File: config.mk
export PLATFORM = sky130hd
export DESIGN_NAME = mem_stage_lsu
export DESIGN_NICKNAME = d
export VERILOG_FILES = /design/src/rtl/mem_stage_pkg.sv /design/src/rtl/mem_stage_lsu_align.sv /design/src/rtl/mem_stage_lsu.sv
export SDC_FILE = /design/constraint.sdc
export NUM_CORES = 1
export LEC_CHECK = 0
export ABC_AREA = 1
export BUFFER_PORTS_ARGS = -buffer_cell sky130_fd_sc_hd__buf_4
export CAP_MARGIN = 15
export CORE_ASPECT_RATIO = 0.75
export CORE_MARGIN = 2
export CORE_UTILIZATION = 32
export DETAILED_ROUTE_END_ITERATION = 7
export GPL_TIMING_DRIVEN = 0
export MAX_ROUTING_LAYER = met4
export RECOVER_POWER = 100
export REMOVE_ABC_BUFFERS = 1
export SETUP_SLACK_MARGIN = 0.1
export SLEW_MARGIN = 15
export SYNTH_ARGS = -nofsm -noshare
export SYNTH_HDL_FRONTEND = slang
export SYNTH_SLANG_ARGS = --single-unit
File: constraint.sdc
create_clock -name clk -period 2.25 [get_ports clk]
set_input_delay 0.1125 -clock clk [delete_from_list [all_inputs] [get_ports clk]]
set_output_delay 0.1125 -clock clk [all_outputs]
set_load 0.01 [all_outputs]
File: src/rtl/mem_stage_pkg.sv
// Shared types for the MEM stage load/store unit.
//   mem_op_e : memory operation codes carried on in_op
//   exc_e    : exception codes reported on out_exc
//   state_e  : MEM stage FSM states
package mem_stage_pkg;

  typedef enum logic [3:0] {
    NONE = 4'd0,
    LB   = 4'd1,
    LBU  = 4'd2,
    LH   = 4'd3,
    LHU  = 4'd4,
    LW   = 4'd5,
    SB   = 4'd6,
    SH   = 4'd7,
    SW   = 4'd8
  } mem_op_e;

  typedef enum logic [1:0] {
    EXC_NONE = 2'b00,
    EXC_ADEL = 2'b01,
    EXC_ADES = 2'b10
  } exc_e;

  typedef enum logic [1:0] {
    ST_IDLE  = 2'd0,
    ST_BUS   = 2'd1,
    ST_DRAIN = 2'd2
  } state_e;

  localparam logic [3:0] BE_WORD = 4'b1111;
  localparam logic [3:0] BE_HI   = 4'b1100;
  localparam logic [3:0] BE_LO   = 4'b0011;

endpackage

File: src/rtl/mem_stage_lsu_align.sv
// Combinational byte-lane logic for the MEM stage.
//   op, addr_lo      : operation and low address bits
//   store_data       : rt value to be formatted for the bus
//   rdata            : raw bus read word
//   is_load/is_store : operation class
//   misalign         : access not naturally aligned
//   be, wdata        : byte enables and lane-replicated store data
//   load_val         : extracted and extended load result (little-endian)
module lsu_align
  import mem_stage_pkg::*;
(
  input  logic [3:0]  op,
  input  logic [1:0]  addr_lo,
  input  logic [31:0] store_data,
  input  logic [31:0] rdata,
  output logic        is_load,
  output logic        is_store,
  output logic        misalign,
  output logic [3:0]  be,
  output logic [31:0] wdata,
  output logic [31:0] load_val
);

  mem_op_e    op_e;
  logic [7:0]  rbyte;
  logic [15:0] rhalf;

  assign op_e = mem_op_e'(op);

  always_comb begin
    unique case (addr_lo)
      2'd0:    rbyte = rdata[7:0];
      2'd1:    rbyte = rdata[15:8];
      2'd2:    rbyte = rdata[23:16];
      default: rbyte = rdata[31:24];
    endcase
    rhalf = addr_lo[1] ? rdata[31:16] : rdata[15:0];
  end

  always_comb begin
    is_load  = 1'b0;
    is_store = 1'b0;
    misalign = 1'b0;
    be       = '0;
    wdata    = '0;
    load_val = '0;
    case (op_e)
      LB: begin
        is_load  = 1'b1;
        be       = 4'b0001 << addr_lo;
        load_val = {{24{rbyte[7]}}, rbyte};
      end
      LBU: begin
        is_load  = 1'b1;
        be       = 4'b0001 << addr_lo;
        load_val = {24'd0, rbyte};
      end
      LH: begin
        is_load  = 1'b1;
        misalign = addr_lo[0];
        be       = addr_lo[1] ? BE_HI : BE_LO;
        load_val = {{16{rhalf[15]}}, rhalf};
      end
      LHU: begin
        is_load  = 1'b1;
        misalign = addr_lo[0];
        be       = addr_lo[1] ? BE_HI : BE_LO;
        load_val = {16'd0, rhalf};
      end
      LW: begin
        is_load  = 1'b1;
        misalign = (addr_lo != 2'd0);
        be       = BE_WORD;
        load_val = rdata;
      end
      SB: begin
        is_store = 1'b1;
        be       = 4'b0001 << addr_lo;
        wdata    = {4{store_data[7:0]}};
      end
      SH: begin
        is_store = 1'b1;
        misalign = addr_lo[0];
        be       = addr_lo[1] ? BE_HI : BE_LO;
        wdata    = {2{store_data[15:0]}};
      end
      SW: begin
        is_store = 1'b1;
        misalign = (addr_lo != 2'd0);
        be       = BE_WORD;
        wdata    = store_data;
      end
      default: ;
    endcase
  end

endmodule

File: src/rtl/mem_stage_lsu.sv
// MIPS MEM pipeline stage: single-entry skid stage performing loads/stores
// on a wait-state data bus, with alignment checks and valid/ready handshakes.
//   clk, rstn         : clock, asynchronous active-low reset
//   flush             : kill held/incoming instruction
//   in_*              : instruction from EXE (valid/ready handshake)
//   dreq..drdata      : data bus (request held until dack)
//   out_*             : result to WB (valid/ready handshake)
module mem_stage_lsu
  import mem_stage_pkg::*;
#(
  parameter int ADDR_W = 32,
  parameter int REG_W  = 5,
  parameter int PC_W   = 32
) (
  input  logic              clk,
  input  logic              rstn,
  input  logic              flush,
  input  logic              in_valid,
  output logic              in_ready,
  input  logic [3:0]        in_op,
  input  logic [ADDR_W-1:0] in_addr,
  input  logic [31:0]       in_result,
  input  logic [31:0]       in_store_data,
  input  logic [REG_W-1:0]  in_wreg,
  input  logic              in_we,
  input  logic [PC_W-1:0]   in_pc,
  input  logic [31:0]       in_inst,
  output logic              dreq,
  output logic              dwe,
  output logic [3:0]        dbe,
  output logic [ADDR_W-1:0] daddr,
  output logic [31:0]       dwdata,
  input  logic              dack,
  input  logic [31:0]       drdata,
  output logic              out_valid,
  input  logic              out_ready,
  output logic [31:0]       out_result,
  output logic [REG_W-1:0]  out_wreg,
  output logic              out_we,
  output logic [1:0]        out_exc,
  output logic [ADDR_W-1:0] out_badvaddr,
  output logic [PC_W-1:0]   out_pc,
  output logic [31:0]       out_inst
);

  state_e      state, state_nx;
  logic [3:0]  h_op;
  logic [1:0]  h_lo;
  logic [3:0]  a_op;
  logic [1:0]  a_lo;
  logic        is_load, is_store, misalign;
  logic [3:0]  be;
  logic [31:0] wdata, load_val;
  logic        accept, start_bus, bus_done, deliver;

  // One aligner serves both ends: in IDLE it formats the incoming access,
  // while a request is outstanding it decodes the held op for load extraction.
  assign a_op = (state == ST_IDLE) ? in_op : h_op;
  assign a_lo = (state == ST_IDLE) ? in_addr[1:0] : h_lo;

  lsu_align u_align (
    .op         (a_op),
    .addr_lo    (a_lo),
    .store_data (in_store_data),
    .rdata      (drdata),
    .is_load    (is_load),
    .is_store   (is_store),
    .misalign   (misalign),
    .be         (be),
    .wdata      (wdata),
    .load_val   (load_val)
  );

  assign bus_done = dreq && dack;

  always_ff @(posedge clk or negedge rstn) begin
    if (!rstn) state <= ST_IDLE;
    else       state <= state_nx;
  end

  always_comb begin
    state_nx  = state;
    deliver   = 1'b0;
    in_ready  = (state == ST_IDLE) && (!out_valid || out_ready) && !flush;
    accept    = in_valid && in_ready;
    start_bus = accept && (is_load || is_store) && !misalign;
    case (state)
      ST_IDLE: if (start_bus) state_nx = ST_BUS;
      ST_BUS: begin
        if (bus_done) begin
          state_nx = ST_IDLE;
          deliver  = !flush;
        end else if (flush) begin
          state_nx = ST_DRAIN;
        end
      end
      ST_DRAIN: if (bus_done) state_nx = ST_IDLE;
      default:  state_nx = ST_IDLE;
    endcase
  end

  // The output registers double as the single held entry: sideband fields
  // load at accept, which is safe because accept implies the old entry drains.
  always_ff @(posedge clk or negedge rstn) begin
    if (!rstn) begin
      out_valid    <= 1'b0;
      out_result   <= '0;
      out_wreg     <= '0;
      out_we       <= 1'b0;
      out_exc      <= EXC_NONE;
      out_badvaddr <= '0;
      out_pc       <= '0;
      out_inst     <= '0;
      h_op         <= '0;
      h_lo         <= '0;
    end else begin
      if (accept) begin
        out_result <= in_result;
        out_wreg   <= in_wreg;
        out_pc     <= in_pc;
        out_inst   <= in_inst;
        h_op       <= in_op;
        h_lo       <= in_addr[1:0];
        if (misalign) begin
          out_exc      <= is_load ? EXC_ADEL : EXC_ADES;
          out_badvaddr <= in_addr;
          out_we       <= 1'b0;
        end else begin
          out_exc      <= EXC_NONE;
          out_badvaddr <= '0;
          out_we       <= in_we && !is_store;
        end
      end
      if (deliver && is_load) out_result <= load_val;

      if (accept)                    out_valid <= !start_bus;
      else if (deliver)              out_valid <= 1'b1;
      else if (flush || out_ready)   out_valid <= 1'b0;
    end
  end

  always_ff @(posedge clk or negedge rstn) begin
    if (!rstn) begin
      dreq   <= 1'b0;
      dwe    <= 1'b0;
      dbe    <= '0;
      daddr  <= '0;
      dwdata <= '0;
    end else if (start_bus) begin
      dreq   <= 1'b1;
      dwe    <= is_store;
      dbe    <= be;
      daddr  <= {in_addr[ADDR_W-1:2], 2'b00};
      dwdata <= wdata;
    end else if (bus_done) begin
      dreq   <= 1'b0;
      dwe    <= 1'b0;
      dbe    <= '0;
      daddr  <= '0;
      dwdata <= '0;
    end
  end

endmodule

* After elaboration in Yosys (flattened, before gate mapping)
Cells that the tools add are included.
** Word-level totals
- Bits in registers :: 215
- Latch bits :: 0
- Memory bits (writable) :: 0
- Memory bits (read-only) :: 0
- Input bits :: 208
- Output and inout port bits :: 208
- Memories kept :: 0
** Operators by class
- Add/subtract/negate cells :: 0
- Multipliers :: 0
- Divide/modulo/power cells :: 0
- $lt $le $gt $ge :: 0
- Equality and inequality tests :: 15
- Shift-type cells :: 1
- Muxes and demuxes :: 35
- Bitwise gates (word level) :: 0
- Reductions and logical operators :: 28
** Operators by type and width (number)
- $mux 32 :: 6
- $pmux 32 s5 :: 1
- $pmux 32 s3 :: 1
- $pmux 8 s3 :: 1
- $eq 4x3->1 const B :: 4
- $mux 16 :: 1
- $mux 4 :: 4
- $mux 2 :: 7
- $pmux 4 s3 :: 1
- $mux 1 :: 11
- $reduce_or 3->1 :: 3
- $eq 4x2->1 const B :: 2
- $logic_and 1x1->1 :: 8
- $pmux 2 s3 :: 1
- $reduce_bool 2->1 :: 3
- $logic_not 1->1 :: 5
- $reduce_or 5->1 :: 1
- $eq 2x1->1 const B :: 2
- $eq 2x2->1 const B :: 2
- $eq 4x1->1 const B :: 1
- $eq 4x4->1 const B :: 1
- $logic_not 2->1 :: 2
- $ne 2x2->1 const B :: 2
- $shl 1x2->4 const A :: 1
- 6 further kinds :: 8

* Depth between registers and ports, before layout
Gate-level depths: netlist of the first run.
- Depth after elaboration :: 10
- Depth in mapped cells :: 16
- Gate-level depth less buffers :: 15

* By module
A second synthesis of the first run with hierarchy kept.
** Second synthesis, totals
- Cell total of the unflattened synthesis :: 1402
- Area total of the unflattened synthesis :: 10411.2 um^2
** Modules (own cells, without submodules)
- mem_stage_lsu :: times used 1, cells an instance 1053, area an instance 8851.0 um^2, seq. area each 5330.1 um^2
- lsu_align :: times used 1, cells an instance 349, area an instance 1560.2 um^2, seq. area each 0.0 um^2

* Worst setup path before layout of the first run
No wires, ideal clock.
- Kind :: register -> register
- Start :: reg state[1]
- End :: reg out_exc[0]
- Setup time :: 0.121 ns
- Arrival time :: 1.843 ns
- Data required time :: 2.129 ns
- Path slack :: 0.286 ns
- Stages on the path, launching flop included :: 10
- Path buffers :: 1
- Period minus slack after synthesis :: 1.964 ns
- Cells stage by stage :: dfrtp_1 inv_2 nand2_2 nor3_1 nand2_1 clkinv_1 buf_1 nand3_1 o21ai_0 nor2_1
** Between the ends
- Elaborated cells on any way between the ends :: 21
** RTL lines
- start: declaration :: RTL line mem_stage_lsu.sv:46 : state_e state, state_nx;
- start signal: assignment :: RTL line mem_stage_lsu.sv:78 : else state <= state_nx;
- $logic_not 2->1 :: RTL line mem_stage_lsu.sv:84 : in_ready = (state == ST_IDLE) && (!out_valid || out_ready) && !flush;
- $logic_and 1x1->1 (2 in series) :: RTL line mem_stage_lsu.sv:84
- via in_ready :: RTL line mem_stage_lsu.sv:19 : output logic in_ready,
- $logic_and 1x1->1 :: RTL line mem_stage_lsu.sv:85 : accept = in_valid && in_ready;
- end signal: assignment :: RTL line mem_stage_lsu.sv:125 : out_exc <= is_load ? EXC_ADEL : EXC_ADES;
- end: declaration :: RTL line mem_stage_lsu.sv:40 : output logic [1:0] out_exc,
The timed path passes the listed nets, and every way through them passes these cells.
A chain may end at the register's enable or synchronous reset.

* Worst setup path after layout of the first run
- Start :: reg state[0]
- End :: reg out_result[24]
** Between the ends
- Word-level cells in the longest chain between the ends :: 7
- Elaborated cells on any way between the ends :: 24
** RTL lines
- branches (longest 7 deep; another with $pmux 32 s5)
- end signal: assignment :: RTL line mem_stage_lsu.sv:118 : out_result <= in_result;
- end signal: assignment :: RTL line mem_stage_lsu.sv:134 : if (deliver && is_load) out_result <= load_val;
- end: declaration :: RTL line mem_stage_lsu.sv:37 : output logic [31:0] out_result,
Several ways; the timed one is not identified.

==> results.json, run 1 <==
{
  "status": "finished with violations",
  "violations": "setup timing",
  "yosys_warnings": 0,
  "startpoint": "state[0]",
  "reg2reg_depth": 14,
  "grt_overflow_total": 0,
  "wl_per_cell_um": 18.49,
  "cts-buffers-inserted": 24,
  "drive_above_1_share_pct": 26.67,
  "stdcell_count": 2319,
  "row_count": 56,
  "syn_avg_cell_area_um2": 8.190,
  "fp.dieArea_mm2": 0.03275,
  "grt_setup_unrepaired": "true",
  "p_comb_share_pct": 54.9,
  "tightest_slew_ns": 1.297,
  "yosys.area.top_type_share_pct": 53.22,
  "fin_tns_setup_ns": -0.06304,
  "cp_data_arrival_time_ns": 2.69,
  "seqPwrFrac_pct": 27.9,
  "wl_mm": 42.88,
  "path_class": "reg -> reg",
  "ys_ff_latch": 213,
  "wl_met3_mm": 3.264,
  "grt_max_degree": 92,
  "vias": 11540,
  "htree_levels": 1,
  "grt_pass1_vias": 11310,
  "ys_types": 35,
  "dr.max_layer_used": "met4",
  "register_area_mm2": 0.005333,
  "ir_drop_v": 0.0007423,
  "r2r_slack_ns": -0.04,
  "fin_hold_ws_ns": 0.05157,
  "cp.required_ns": 2.66,
  "hold_path.class": "in -> reg",
  "core_mm2": 0.03104,
  "clock_latency_ns": 0.53,
  "drtPass1Iterations": 5,
  "dieHeight_um": 157.2,
  "dr_wl_met2_mm": 19.41,
  "r2r_end": "out_result[24]",
  "syn_inst": 1223,
  "antenna_found_initial": 1,
  "dp_hpwl_mm": 24.19,
  "p_per_area_mw_per_mm2": 1357,
  "cp-end-kind": "flip-flop",
  "p_sw_w": 0.01056,
  "p_clk_share_pct": 17.2,
  "setup_ws_ns": -0.03543,
  "cts_tree": "done",
  "clock_sinks": 213,
  "cts_buffer_depth": 3,
  "via_per_inst": 4.975,
  "r2r-start": "state[0]",
  "startpoint_type": "flip-flop",
  "yosysSeqAreaShare_pct": 53.22,
  "final_core_util_pct": 55.63,
  "syn2layout_area_growth_pct": 72.40,
  "grt_usage_pct": 25.48,
  "num-fill-cells": 2899,
  "relSlewSlack_pct": 13.52,
  "crit_path_max_fanout": 6,
  "syn_area_mm2": 0.01002,
  "setup_viol": 5,
  "ios": 416,
  "period_minus_slack_ns": 2.285,
  "maxCapViolations": 0,
  "grt_pass1_wl_mm": 64.03,
  "worstHoldStart": "drdata[27]",
  "die_w_um": 208.3,
  "slew_violations": 0,
  "ant_nets": 0,
  "clkTransAtPathRegs_ns": 0.07,
  "finalHoldViolCount": 0,
  "gp_congestion": 0.8665,
  "yosys-top-cells-area": "dfrtp_1 53%, nand2_1 19%, nand3_1 6.4%",
  "synth.largest_area_cell": "dfrtp_1",
  "dr.first_iter.drc_count": 934,
  "clock-skew-final_ns": 0.01071,
  "fin_nets": 2104,
  "port_buffers": 413,
  "leakage_nw": 8.442,
  "dp.cells": 1978,
  "fmax_mhz": 437.6,
  "drc_errors": 0,
  "multiInputGateArea_mm2": 0.004830,
  "crit_end": "out_result[24]",
  "min_period_over_period_pct": 101.6,
  "switching_share_pct": 45.06,
  "route.layer.met1.wl_mm": 18.78,
  "fin_total_pwr_w": 0.02343,
  "root_buffer": "clkbuf_16",
  "p_int_w": 0.01287,
  "start_util_pct": 32.27
}
==> cell type report <==
| class | count | share of cell area [%] |
|---|---|---|
| Clock buffer | 36 | 4.094 |
| Tap cell | 406 | 2.942 |
| Antenna cell | 1 | 0.01449 |
| Multi-Input combinational cell | 897 | 27.97 |
| Timing Repair Buffer | 705 | 31.84 |
| Timing Repair inverter | 4 | 0.2826 |
| Clock inverter | 6 | 0.4927 |
| Inverter | 51 | 1.485 |
| Sequential cell | 213 | 30.88 |
==> worst max-delay path, cell delays in order (launching register included) <==
cell        delay, ns
dfrtp_2          0.47
nor2_4           0.23
nand2_1          0.09
nand2_2          0.14
nor2_4           0.06
nand2_4          0.14
inv_12           0.04
nor2_4           0.15
buf_6            0.13
nand2_8          0.06
nand2_8          0.09
clkinvlp_4       0.18
buf_4            0.19
o21ai_4          0.07
nand3_2          0.10
==> placed cells by master, fill, tap and decap left out, drive strengths merged <==
master	count
buf	291
nand2	539
clkinv	5
a21oi	16
a221oi	9
inv	48
diode	1
bufinv	2
o31ai	7
a211oi	1
nand3	146
conb	2
clkinvlp	6
dfrtp	213
o21ai	112
clkbuf	251
nor3	3
a21boi	7
a22oi	2
o211ai	14
nor2	37
nand4	2
dlygate4sd3	199
==> through the flow <==
stage | cell area (um2) | setup slack, ns
floorplan | 9619 | -6.045
global placement | 13230 | -11.74
detailed placement | 13440 | -2.121
CTS | 17620 | 0.007413
global route | 17270 | -0.1039
finish | 17270 | -0.03543
==> worst min-delay path by stage <==
| stage | endpoint | slack, ns | cells after the start |
|---|---|---|---|
| 2_1_floorplan | daddr[10] | -0.18 | 0 |
| 3_3_place_gp | out_pc[31] | 0.30 | 3 |
| 3_5_place_dp | out_inst[22] | 0.17 | 1 |
| 4_1_cts | out_result[6] | 0.007 | 5 |
| 5_1_grt | out_result[6] | 0.06 | 5 |
| 6_report | out_result[3] | 0.05 | 5 |
==> what timing repair did <==
action,4_1_cts,5_1_grt
gates cloned,18,6
hold buffers,199,0
pin swaps,47,35
setup endpoints to repair,213,132
resized for setup,162,66
buffers inserted,56,21
endpoints found under the hold margin,294,0
==> synthesized netlist by cell type (all sizes together) <==
library cell    n
nand3         145
conb            1
a211oi          1
a21boi          7
nand4           2
nor2           36
dfrtp         213
o211ai         14
o31ai           7
clkbuf         31
a221oi          9
nor3            3
clkinv          1
o21ai         112
a21oi          16
a22oi           2
nand2         532
inv            50
buf            41
==> cell families (layout without fill, tap and decap cells) <==
family	after synthesis	count (layout)	synth area share [%]
simple gates	718	727	30.84
flops	213	213	53.22
compound gates	168	168	9.994
buf+inv	123	802	5.909
other cells	1	3	0.03744
==> per-layer routing <==
metal  vias to the layer above  GRT usage [%]
li1                       5342              -
met1                      5516          34.05
met2                       552          39.31
met3                       128          5.247
met4                         0          7.331
met5                         -              -
==> state kept, by name, indices dropped and copies added, names as in the netlist <==
name	flops
h_op	4
out_pc	32
dwdata	32
out_valid	1
out_we	1
daddr	30
h_lo	2
out_inst	32
state	2
out_wreg	5
out_result	32
dreq	1
dbe	4
out_badvaddr	32
out_exc	2
dwe	1
==> power by group through the flow <==
stage | combinational [W] | sequential, W | clock [W]
2_1_floorplan | 0.00437 | 0.00723 | 0
3_3_place_gp | 0.00974 | 0.00649 | 0
4_1_cts | 0.0132 | 0.00654 | 0.00415
6_report | 0.0129 | 0.00653 | 0.00404
5_1_grt | 0.0139 | 0.00675 | 0.00432
3_5_place_dp | 0.00992 | 0.00654 | 0
Note: power is estimated with default switching activity, not from simulation.
==> run 2: changes to the inputs <==
==> constraint.sdc (replaced) <==
create_clock -name clk -period 2 [get_ports clk]
set_input_delay 0.1 -clock clk [delete_from_list [all_inputs] [get_ports clk]]
set_output_delay 0.1 -clock clk [all_outputs]
set_load 0.01 [all_outputs]
==> results.json, run 2 (synthesized netlist as in run 1, its figures left out) <==
{
  "antenna_found_initial": 1,
  "setup_ws_ns": -0.3810,
  "final_cell_mix": "448 x nand2_1, 258 x buf_4, 212 x clkbuf_1, 211 x dfrtp_1, 201 x dlygate4sd3_1",
  "multiInputGateArea_mm2": 0.005125,
  "grtUsageMet1_pct": 34.79,
  "fin_total_pwr_w": 0.02794,
  "root_buffer": "clkbuf_16",
  "grt_setup_unrepaired": "true",
  "htree_levels": 1,
  "period_minus_slack_ns": 2.381,
  "grt-busiest-layer": "met2",
  "leakage_nw": 8.812,
  "num-fill-cells": 2805,
  "fin_nets": 2124,
  "final_area_mm2": 0.01782,
  "port_buffers": 413,
  "path_class": "reg -> reg",
  "slew_violations": 0,
  "p_per_area_mw_per_mm2": 1568,
  "use_met3_pct": 5.966,
  "ios": 416,
  "cp_data_arrival_time_ns": 2.78,
  "dieHeight_um": 157.2,
  "fp.dieArea_mm2": 0.03275,
  "cts_tree": "done",
  "relSlewSlack_pct": 14.97,
  "startpoint_type": "flip-flop",
  "drive_above_1_share_pct": 29.19,
  "finalHoldViolCount": 0,
  "via_per_inst": 5.055,
  "status": "finished with violations",
  "drc_errors": 0,
  "ir_drop_v": 0.0008430,
  "die_w_um": 208.3,
  "violations": "setup timing",
  "dp.cells": 1978,
  "dp_hpwl_mm": 24.19,
  "register_area_mm2": 0.005333,
  "min_period_over_period_pct": 119.1,
  "holdPathStages": 4,
  "setup_viol": 125,
  "clock_sinks": 213,
  "cts-buffers-inserted": 24,
  "gp_congestion": 0.8665,
  "reg2reg_depth": 11,
  "crit_path_max_fanout": 8,
  "fmax_mhz": 420.0,
  "start_util_pct": 32.27,
  "syn2layout_area_growth_pct": 77.93,
  "stdcell_count": 2339,
  "clock-skew-final_ns": 0.01445,
  "cp.required_ns": 2.39,
  "cp-end-kind": "flip-flop",
  "vias": 11820,
  "hold_path.class": "in -> reg",
  "core_mm2": 0.03104,
  "wl_per_cell_um": 19.22,
  "grt_pass1_vias": 11600,
  "row_count": 56,
  "wl_mm": 44.96,
  "dr.first_iter.drc_count": 938,
  "clkTransAtPathRegs_ns": 0.07,
  "ant_nets": 0,
  "grt_overflow_total": 0,
  "clock_latency_ns": 0.53,
  "final_common_cell": "nand2_1",
  "pre_cts_slack_ns": -2.371,
  "use_met2_pct": 39.94,
  "dpl_cell_area_mm2": 0.01344,
  "maxCapViolations": 0,
  "grt_max_degree": 92,
  "cts_buffer_depth": 3,
  "tightest_slew_ns": 1.276,
  "drtPass1Iterations": 7,
  "grt_usage_pct": 26.21,
  "grt_pass1_wl_mm": 65.72
}
run 2: critical path, cell delays in order (launching register included):
cell	delay [ns]
dfrtp_2	0.49
nor2_4	0.25
buf_4	0.17
nand2_4	0.09
nand2_8	0.13
clkinvlp_4	0.17
nand2_1	0.14
o21ai_4	0.11
nand3_4	0.14
o21ai_0	0.17
o21ai_2	0.25
nand3_1	0.12
run 2: timing repair:
action                                 4_1_cts  5_1_grt
pin swaps                                   50       35
cloned                                      19       14
setup endpoints to repair                  214      185
setup buffers                               75        9
resized for setup                          180      139
hold buffers                               201        0
endpoints found under the hold margin      296        0
run 2: stage by stage:
step | hold WS [ns] | util [%] | setup TNS (ns)
global route | 0.05989 | 57.41 | -56.25
floorplan | -0.1956 | - | -1061.39
CTS | 0.01197 | 57.51 | -12.22
global placement | 0.2922 | 42.62 | -2224.65
detailed placement | 0.1586 | 43.31 | -286.75
finish | 0.07160 | 57.41 | -27.22
run 2: power by group:
group	internal [W]	switching, W	total [W]
registers	0.00622	0.00113	0.00735
logic	0.00620	0.00983	0.0160
clock network	0.00269	0.00187	0.00456
total	0.0151	0.0128	0.0279
run 2: path summary, 6_finish.rpt:
kind | start | end | slack, ns
min reg2reg | out_pc[17] | out_pc[17] | 0.48
min | in_valid | out_inst[21] | 0.07
min in group asynchronous | rstn | out_pc[12] | 0.41
max | state[0] | out_result[24] | -0.38
max in group asynchronous | rstn | state[0] | 0.09
max reg2reg | state[0] | out_result[24] | -0.38
run 2: routing by layer:
metal | part of all wire (%) | wire length [um]
met1 | 43 | 19410
met2 | 45 | 20370
met3 | 8.1 | 3632
met4 | 3.5 | 1553
met5 | 0 | 0
run 2: layout make-up:
class                           count  share of cell area [%]
Inverter                           51                   1.474
Clock buffer                       36                   3.967
Antenna cell                        1                 0.01404
Clock inverter                      6                  0.4774
Timing Repair inverter              7                  0.6179
Sequential cell                   213                   29.92
Timing Repair Buffer              719                   31.92
Multi-Input combinational cell    900                   28.76
Tap cell                          406                   2.851
==> run 3: changes to the inputs <==
--- a/config.mk
+++ b/config.mk
@@ -14,6 +14,7 @@
 export DETAILED_ROUTE_END_ITERATION = 7
 export GPL_TIMING_DRIVEN = 0
 export MAX_ROUTING_LAYER = met4
+export PLACE_DENSITY = 0.7
 export RECOVER_POWER = 100
 export REMOVE_ABC_BUFFERS = 1
 export SETUP_SLACK_MARGIN = 0.1
==> results.json, run 3 (synthesized netlist as in run 1, its figures left out) <==
{
  "status": "finished with violations",
  "violations": "setup timing",
  "tightest_slew_ns": 0.9224,
  "cts-buffers-inserted": 24,
  "wl_per_cell_um": 20.08,
  "core_mm2": 0.03104,
  "gp_congestion": 0.8431,
  "r2r-start": "state[0]",
  "path_class": "reg -> reg",
  "r2r_slack_ns": -0.26,
  "cts_tree": "done",
  "grt_pass1_vias": 11860,
  "cp.required_ns": 2.41,
  "setup_ws_ns": -0.2607,
  "maxCapViolations": 0,
  "clock_sinks": 213,
  "finalHoldViolCount": 0,
  "grt_usage_pct": 27.83,
  "hold_path.class": "in -> reg",
  "startpoint": "state[0]",
  "final_common_cell": "nand2_1",
  "pre_cts_slack_ns": -2.250,
  "dr.first_iter.drc_count": 994,
  "register_area_mm2": 0.005333,
  "num-fill-cells": 2741,
  "fp.dieArea_mm2": 0.03275,
  "wl_mm": 46.63,
  "multiInputGateArea_mm2": 0.004970,
  "crit_end": "dwdata[14]",
  "grt_pass1_wl_mm": 68.93,
  "row_count": 56,
  "fin_nets": 2106,
  "clock-skew-final_ns": 0.02339,
  "start_util_pct": 32.27,
  "p_per_area_mw_per_mm2": 1575,
  "vias": 11990,
  "clkTransAtPathRegs_ns": 0.06,
  "grt_overflow_total": 0,
  "ant_nets": 0,
  "cp_data_arrival_time_ns": 2.67,
  "fin_hold_ws_ns": 0.04930,
  "setup_viol": 105,
  "final_cell_mix": "479 x nand2_1, 255 x buf_4, 211 x dfrtp_1, 209 x clkbuf_1, 200 x dlygate4sd3_1",
  "fmax_mhz": 442.3,
  "ios": 416,
  "port_buffers": 413,
  "clock_latency_ns": 0.55,
  "antennaDiodeCount": 0,
  "ir_drop_v": 0.0007432,
  "syn2layout_area_growth_pct": 73.33,
  "leakage_nw": 8.478,
  "root_buffer": "clkbuf_16",
  "reg2reg_depth": 15,
  "period_minus_slack_ns": 2.261,
  "via_per_inst": 5.164,
  "antenna_found_initial": 0,
  "cp-end-kind": "flip-flop",
  "worstHoldStart": "drdata[25]",
  "crit_path_max_fanout": 13,
  "cts_buffer_depth": 3,
  "drc_errors": 0,
  "r2r_end": "dwdata[14]",
  "slew_violations": 0,
  "drive_above_1_share_pct": 27.19,
  "dp_hpwl_mm": 24.69,
  "grt_setup_unrepaired": "true",
  "relSlewSlack_pct": 38.51,
  "startpoint_type": "flip-flop",
  "die_w_um": 208.3,
  "min_period_over_period_pct": 113.0,
  "grt_max_degree": 99,
  "dieHeight_um": 157.2,
  "drtPass1Iterations": 6,
  "htree_levels": 1
}
## run 3: changes by cell type in the layout (fill, tap and decap cells not counted), sizes merged, moves of 3 or more
cell    change
nand2       -3
clkbuf     -12
clkinv      +5
buf        -11
## run 3: per-layer routing
metal	global-route usage, %	wire [um]	up-vias
li1	-	-	5345
met1	34.31	18710	5817
met2	45.95	22170	680
met3	5.646	3706	148
met4	9.455	2050	0
met5	-	0	-
## run 3: what timing repair did
item                                    in CTS  in global routing
gates resized for setup                    198                 58
endpoints found under the setup margin     213                221
pin swaps                                   38                 16
buffers inserted                            56                 20
endpoints found under the hold margin      417                  0
hold buffers                               201                  0
cloned                                      19                  4
## run 3: final cells by class
| type | count | area share [%] |
|---|---|---|
| inverters | 51 | 1.499 |
| repair inverters | 5 | 0.2811 |
| repair buffers | 704 | 31.18 |
| multi-input cells | 899 | 28.63 |
| well taps | 406 | 2.926 |
| clock inverters | 16 | 1.168 |
| flip-flops and latches | 213 | 30.72 |
| clock buffers | 28 | 3.604 |
## run 3: how the worst min path moves through the flow
stage	depth (start not counted)	endpoint
6_report	5	out_result[1]
5_1_grt	5	out_result[3]
4_1_cts	5	out_result[3]
3_5_place_dp	1	out_pc[27]
3_3_place_gp	3	out_pc[11]
2_1_floorplan	0	daddr[10]
## run 3: critical path, cell delays in order (launching register included)
cell and delay (ns):
dfrtp_2 0.47, inv_2 0.13, nand2_8 0.09, nand2_2 0.07, nand2_2 0.08, nor2_4 0.19, nand2_8 0.11, inv_12 0.11
nor2_4 0.06, buf_12 0.12, nand3_4 0.11, nand3_4 0.13, buf_12 0.19, buf_12 0.13, nand3_1 0.05, o21ai_1 0.08
## run 3: report_power, final
group	switching [W]	total (W)	leakage (nW)	internal [W]
logic	0.00940	0.0151	5.31	0.00574
registers	0.00124	0.00747	2.76	0.00622
clock network	0.00196	0.00474	0.402	0.00277
total	0.0126	0.0273	8.48	0.0147
## run 3: through the flow
stage               std cells  util (%)  area (um2)  total power (W)  setup TNS [ns]
floorplan                1152         -        9619          0.01305        -1061.39
global placement         1971     42.62       13230          0.01680        -2193.48
detailed placement       1978     43.26       13430          0.01851         -243.93
CTS                      2298     57.30       17790          0.02747          -13.94
global route             2322     55.93       17360          0.02885          -27.84
finish                   2322     55.93       17360          0.02734          -20.95
